## src/rtl/arch_map_mw_pkg.sv

```systemverilog
// Shared types and constants for the multi-retire architectural map table.
package arch_map_mw_pkg;

  localparam int NUM_ARCH     = 32;
  localparam int NUM_PR       = 64;
  localparam int PR_W         = $clog2(NUM_PR);
  localparam int AR_W         = 5;
  localparam int RETIRE_WIDTH = 2;
  localparam int COPY_WIDTH   = 8;
  localparam int ZERO_REG     = 31;
  localparam int NUM_BEATS    = NUM_ARCH / COPY_WIDTH;
  localparam int PTR_W        = $clog2(NUM_BEATS);
  localparam int CW_W         = $clog2(COPY_WIDTH);

  // Committed map: entry i holds the physical register of arch register i.
  typedef logic [NUM_ARCH-1:0][PR_W-1:0] ARCH_MAP_t;

  typedef enum logic [1:0] {
    AM_IDLE = 2'd0,
    AM_COPY = 2'd1,
    AM_DONE = 2'd2
  } ARCH_MAP_STATE_t;

  // Retire packet as produced by the ROB; Told_idx is consumed by the free list.
  typedef struct packed {
    logic [AR_W-1:0] dest_idx;
    logic [PR_W-1:0] T_idx;
    logic [PR_W-1:0] Told_idx;
  } retire_pkt_t;

  // Identity map: arch register i starts in physical register i.
  function automatic ARCH_MAP_t arch_map_reset_f();
    ARCH_MAP_t m;
    for (int i = 0; i < NUM_ARCH; i++) begin
      m[i] = PR_W'(i);
    end
    return m;
  endfunction

  localparam ARCH_MAP_t ARCH_MAP_RESET = arch_map_reset_f();

endpackage

```

## src/rtl/arch_map_retire_merge.sv

```systemverilog
// Combinational priority merge of up to RETIRE_WIDTH retirements into the map.
// Slots are applied oldest first, so the youngest slot wins on equal dest.
module arch_map_retire_merge
  import arch_map_mw_pkg::*;
(
  input  ARCH_MAP_t                      map_in,
  input  logic [RETIRE_WIDTH-1:0]        retire_en,
  input  logic [RETIRE_WIDTH*AR_W-1:0]   retire_dest_idx,
  input  logic [RETIRE_WIDTH*PR_W-1:0]   retire_T_idx,
  output ARCH_MAP_t                      map_out
);

  // Apply each enabled slot in order; the zero register is never remapped.
  always_comb begin
    map_out = map_in;
    for (int s = 0; s < RETIRE_WIDTH; s++) begin
      if (retire_en[s] &&
          (retire_dest_idx[s*AR_W +: AR_W] != AR_W'(ZERO_REG))) begin
        map_out[retire_dest_idx[s*AR_W +: AR_W]] = retire_T_idx[s*PR_W +: PR_W];
      end
    end
  end

endmodule

```

## src/rtl/arch_map_mw.sv

```systemverilog
// Multi-retire architectural map table with beat-wise recovery copy.
// Copy handshake: a beat transfers on a rising edge where copy_valid, copy_ready
// and en are all high; while copy_valid is high and the beat has not transferred,
// copy_base_idx and copy_T_idx hold stable and copy_valid stays high.
module arch_map_mw
  import arch_map_mw_pkg::*;
(
  input  logic                          clock,
  input  logic                          reset_n,
  input  logic                          en,
  input  logic [RETIRE_WIDTH-1:0]       retire_en,
  input  logic [RETIRE_WIDTH*AR_W-1:0]  retire_dest_idx,
  input  logic [RETIRE_WIDTH*PR_W-1:0]  retire_T_idx,
  input  logic                          rollback_req,
  output logic                          copy_valid,
  input  logic                          copy_ready,
  output logic [AR_W-1:0]               copy_base_idx,
  output logic [COPY_WIDTH*PR_W-1:0]    copy_T_idx,
  output logic                          rollback_done,
  output logic                          busy,
  output logic [NUM_ARCH*PR_W-1:0]      arch_map_out
);

  localparam logic [PTR_W-1:0] LAST_PTR = PTR_W'(NUM_BEATS - 1);

  ARCH_MAP_STATE_t  state_q, state_d;
  logic [PTR_W-1:0] ptr_q, ptr_d;
  ARCH_MAP_t        map_q, map_d, map_merged;
  logic [AR_W-1:0]  base_idx;

  arch_map_retire_merge u_merge (
    .map_in          (map_q),
    .retire_en       (retire_en),
    .retire_dest_idx (retire_dest_idx),
    .retire_T_idx    (retire_T_idx),
    .map_out         (map_merged)
  );

  assign base_idx = {ptr_q, {CW_W{1'b0}}};

  // Next state, beat pointer and map; en low leaves everything as is.
  always_comb begin
    state_d = state_q;
    ptr_d   = ptr_q;
    map_d   = map_q;
    if (en) begin
      case (state_q)
        AM_IDLE: begin
          // Retires in the rollback cycle still commit before the copy starts.
          map_d = map_merged;
          if (rollback_req) begin
            state_d = AM_COPY;
            ptr_d   = '0;
          end
        end
        AM_COPY: begin
          if (copy_ready) begin
            if (ptr_q == LAST_PTR) begin
              state_d = AM_DONE;
              ptr_d   = '0;
            end else begin
              ptr_d = ptr_q + 1'b1;
            end
          end
        end
        AM_DONE: begin
          state_d = AM_IDLE;
          ptr_d   = '0;
        end
        default: begin
          state_d = AM_IDLE;
          ptr_d   = '0;
        end
      endcase
    end
  end

  // State, pointer and committed map registers.
  always_ff @(posedge clock) begin
    if (!reset_n) begin
      state_q <= AM_IDLE;
      ptr_q   <= '0;
      map_q   <= ARCH_MAP_RESET;
    end else begin
      state_q <= state_d;
      ptr_q   <= ptr_d;
      map_q   <= map_d;
    end
  end

  // Beat payload is a window of the frozen map selected by the pointer.
  always_comb begin
    copy_valid    = 1'b0;
    copy_base_idx = '0;
    copy_T_idx    = '0;
    if (state_q == AM_COPY) begin
      copy_valid    = 1'b1;
      copy_base_idx = base_idx;
      for (int k = 0; k < COPY_WIDTH; k++) begin
        copy_T_idx[k*PR_W +: PR_W] = map_q[base_idx | AR_W'(k)];
      end
    end
  end

  assign rollback_done = (state_q == AM_DONE);
  assign busy          = (state_q != AM_IDLE);
  assign arch_map_out  = map_q;

  // The ROB is flushed during recovery, so no retires or new requests arrive.
  a_no_retire_when_busy : assert property (@(posedge clock) disable iff (!reset_n)
    (state_q != AM_IDLE) |-> (retire_en == '0));
  a_no_req_when_busy : assert property (@(posedge clock) disable iff (!reset_n)
    (state_q != AM_IDLE) |-> !rollback_req);

endmodule

```

## config.mk

```make
export PLATFORM = sky130hd
export DESIGN_NAME = arch_map_mw
export DESIGN_NICKNAME = d
export VERILOG_FILES = /design/src/rtl/arch_map_mw_pkg.sv /design/src/rtl/arch_map_retire_merge.sv /design/src/rtl/arch_map_mw.sv
export SDC_FILE = /design/constraint.sdc
export NUM_CORES = 1
export LEC_CHECK = 0
export BUFFER_PORTS_ARGS = -buffer_cell sky130_fd_sc_hd__buf_2
export CORE_MARGIN = 5
export CORE_UTILIZATION = 58
export CTS_CLUSTER_SIZE = 14
export DETAILED_ROUTE_END_ITERATION = 12
export PLACE_DENSITY = 0.95
export SYNTH_ARGS = -nofsm -noshare
export SYNTH_HDL_FRONTEND = slang
export SYNTH_SLANG_ARGS = --single-unit
```

## constraint.sdc

```tcl
create_clock -name clock -period 2.8 [get_ports clock]
set_input_delay 0.28 -clock clock [delete_from_list [all_inputs] [get_ports clock]]
set_output_delay 0.28 -clock clock [all_outputs]
set_load 0.005 [all_outputs]
```

==> qor.txt <==
Nets -> 1458
Row cnt -> 50
Syn Inst Count -> 1225
Peak VDD IR -> 411 uV
First-pass GRT wire length -> 65100 um
Number of synthesized flops with an enable pin -> 0
Number of global-route vias before repair -> 11269
Largest net degree at the start of global routing -> 71
Power density over the cells -> 472 nW/um^2
Setup TNS -> 0 ps
Iteration count of the initial detailed-routing pass -> 6
Data required time of the worst path -> 2520 ps
Max Clock Skew -> 7.38 ps
Post-layout min period -> 2570 ps
Crit path cell chain -> buf_12 -> buf_4 -> mux4_2 -> and2_1 -> buf_2
Die Footprint -> 21500 um^2
RSZ-0062 raised after global routing -> false
Crit end category -> output port
Antenna violations before repair -> 4
Wire per inst -> 25.6 um
Status -> finished, final reports clean
Slowest cell on crit path -> dfxtp_2
Fraction of layout cells with a size suffix above 1 -> 27.7%
Crit share post-route -> 91.9%
Fmax -> 0.388 GHz
Fraction of registers with async set/reset -> 0%
Most frequent cell after synthesis -> dfxtp_1
CTS buffer count -> 17
Routed wire length -> 43000 um
CTS Hold Bufs -> 0
WS Path Type -> reg -> out
Depth of the CTS H-tree -> 4
Actual slew at the worst max-slew pin -> 998 ps
Synth cell types -> 54
Hpwl dp -> 30200 um
Rel. slew slack -> 33.5%
Die Ht -> 147 um
Reg clk slew, reported paths -> 70 ps
Worst Path Arrival -> 2290 ps
HP Class -> in -> reg
Root buf cell -> clkbuf_16
CTS tree -> yes
YS warnings -> 0
Max Cap Viol -> 0
Post-Synthesis Cell Area -> 10800 um^2
Sequential cell area -> 3930 um^2
Max incr delay on CP -> 660 ps
# setup viols final -> 0
Gpl congestion -> 1.04
Fin. max-slew vios -> 0
Via/cell ratio -> 7.02
Clk_lat worst skew -> 440 ps
Synth top area share -> 36.2%
Filler cell count -> 1405
Port bufs -> 273
1st-iter DRT viols -> 2076
Post_cts resized -> 0
GRT Util Overall -> 38.2%
Area delta synth->final -> 18.5%
Final worst slack -> 226 ps
Io pins -> 277
Critical path startpoint category -> register
Dominant cell type by area after synthesis -> dfxtp_1
Area contributors post-synth -> dfxtp_1 (36%), mux4_2 (10%), a221o_1 (6.6%), mux2i_1 (5.7%), o22ai_1 (5.4%)
Routed vias -> 11805
Synth Flop Type -> dfxtp_1
Die outline width -> 147 um
Post-CTS setup buffers -> 0
# DRC -> 0
Synth cell count leaders -> dfxtp_1 (196), nand2_1 (152), nor2_1 (95), o21ai_0 (94), o22ai_1 (94)
Starting density of the core -> 58.5%
Final Hold Vio Count -> 0
Global route overflow -> 0
Critical Path Fanout Max -> 29
Area of the multi-input gates -> 6290 um^2
CP bufs+invs -> 3
CP delay by family, top -> flip-flops
Routed Antenna Nets -> 0
CTS sink count -> 196
Core ar. -> 18500 um^2
Max Buffers Root-to-Sink -> 2
Sequential area share after synthesis -> 36.2%
Lkg Pwr -> 5.11 nW
DP Worst Slack -> 609 ps
Post-Syn Area per Cell -> 8.84 um^2
Count of state elements after synthesis -> 196
==> state kept, by name (all words and copies together) (netlist names) <==
signal,count
arch_map_out,192
ptr_q,2
state_q,2
==> tightest hold or removal path, cell delays in order <==
cell	delay, ps
buf_2	110
nand4_1	70
a21boi_0	70
==> layer usage <==
metal	vias up	share of wire [%]	wire length (um)	global-route usage, %
met5	-	0.028	12	0
met4	2	6.7	2880	22.7
met3	239	13	5530	9.25
met2	1034	44	19000	60.0
met1	5533	36	15600	47.9
li1	4997	-	-	-
==> path summary, 6_finish.rpt <==
kind / to / startpoint / depth (start not counted) / slack (ps)
max: copy_T_idx[9] / ptr_q[0] / 5 / 230
min: state_q[1] / copy_ready / 3 / 140
max reg2reg: arch_map_out[92] / state_q[1] / 4 / 490
min reg2reg: arch_map_out[188] / arch_map_out[188] / 1 / 480
==> cells by family (layout without fill, tap and decap cells) <==
group,Yosys count,in the layout,share of synthesized area (%)
and+or+nand+nor,395,395,18.2
muxes,111,111,15.8
DFF,196,196,36.2
buffers and inverters,147,361,5.82
adders and majority gates,1,1,0.115
AOI/OAI and AO/OA,374,374,23.8
other,1,9,0.0346
==> cells in the final DEF, fill, tap and decap left out, drive strengths merged, types with 4 or more instances in the layout <==
master,n
and2,75
nor2,102
buf,295
or2,10
diode,6
nand2,152
nand4bb,6
o21ai,100
clkinv,5
nor3,7
a221oi,27
mux2i,62
clkbuf,22
a21boi,4
nand2b,14
nor4,5
mux4,48
a21oi,41
o31ai,20
a221o,71
inv,36
nand4b,6
o22ai,97
dfxtp,196
==> report_power, final <==
part	internal [mW]	switching, mW
Clock	1.36	1.15
Combinational	0.216	0.488
Sequential	2.82	0.0377
Total	4.39	1.67
==> layout make-up <==
class / count / share of cell area (%)
repair buffers: 295 / 12.3
clock inverters: 10 / 0.741
flip-flops and latches: 196 / 30.6
clock buffers: 22 / 3.86
well taps: 234 / 2.28
multi-input cells: 884 / 49.0
diodes: 6 / 0.117
inverters: 34 / 0.995
==> per-stage QoR <==
step | cell area (um^2) | util, % | hold WS [ps] | instances | total power, mW
after global placement | 12200 | 66.0 | 436 | 1643 | 3.56
after CTS | 12800 | 69.2 | 141 | 1675 | 5.98
final | 12800 | 69.3 | 138 | 1681 | 6.06
after floorplan | 10800 | - | 418 | 1227 | 3.33
after detailed placement | 12200 | 66.0 | 468 | 1643 | 3.58
after global routing | 12800 | 69.3 | 176 | 1678 | 6.16
No activity file was read; power rests on OpenSTA's default activity.
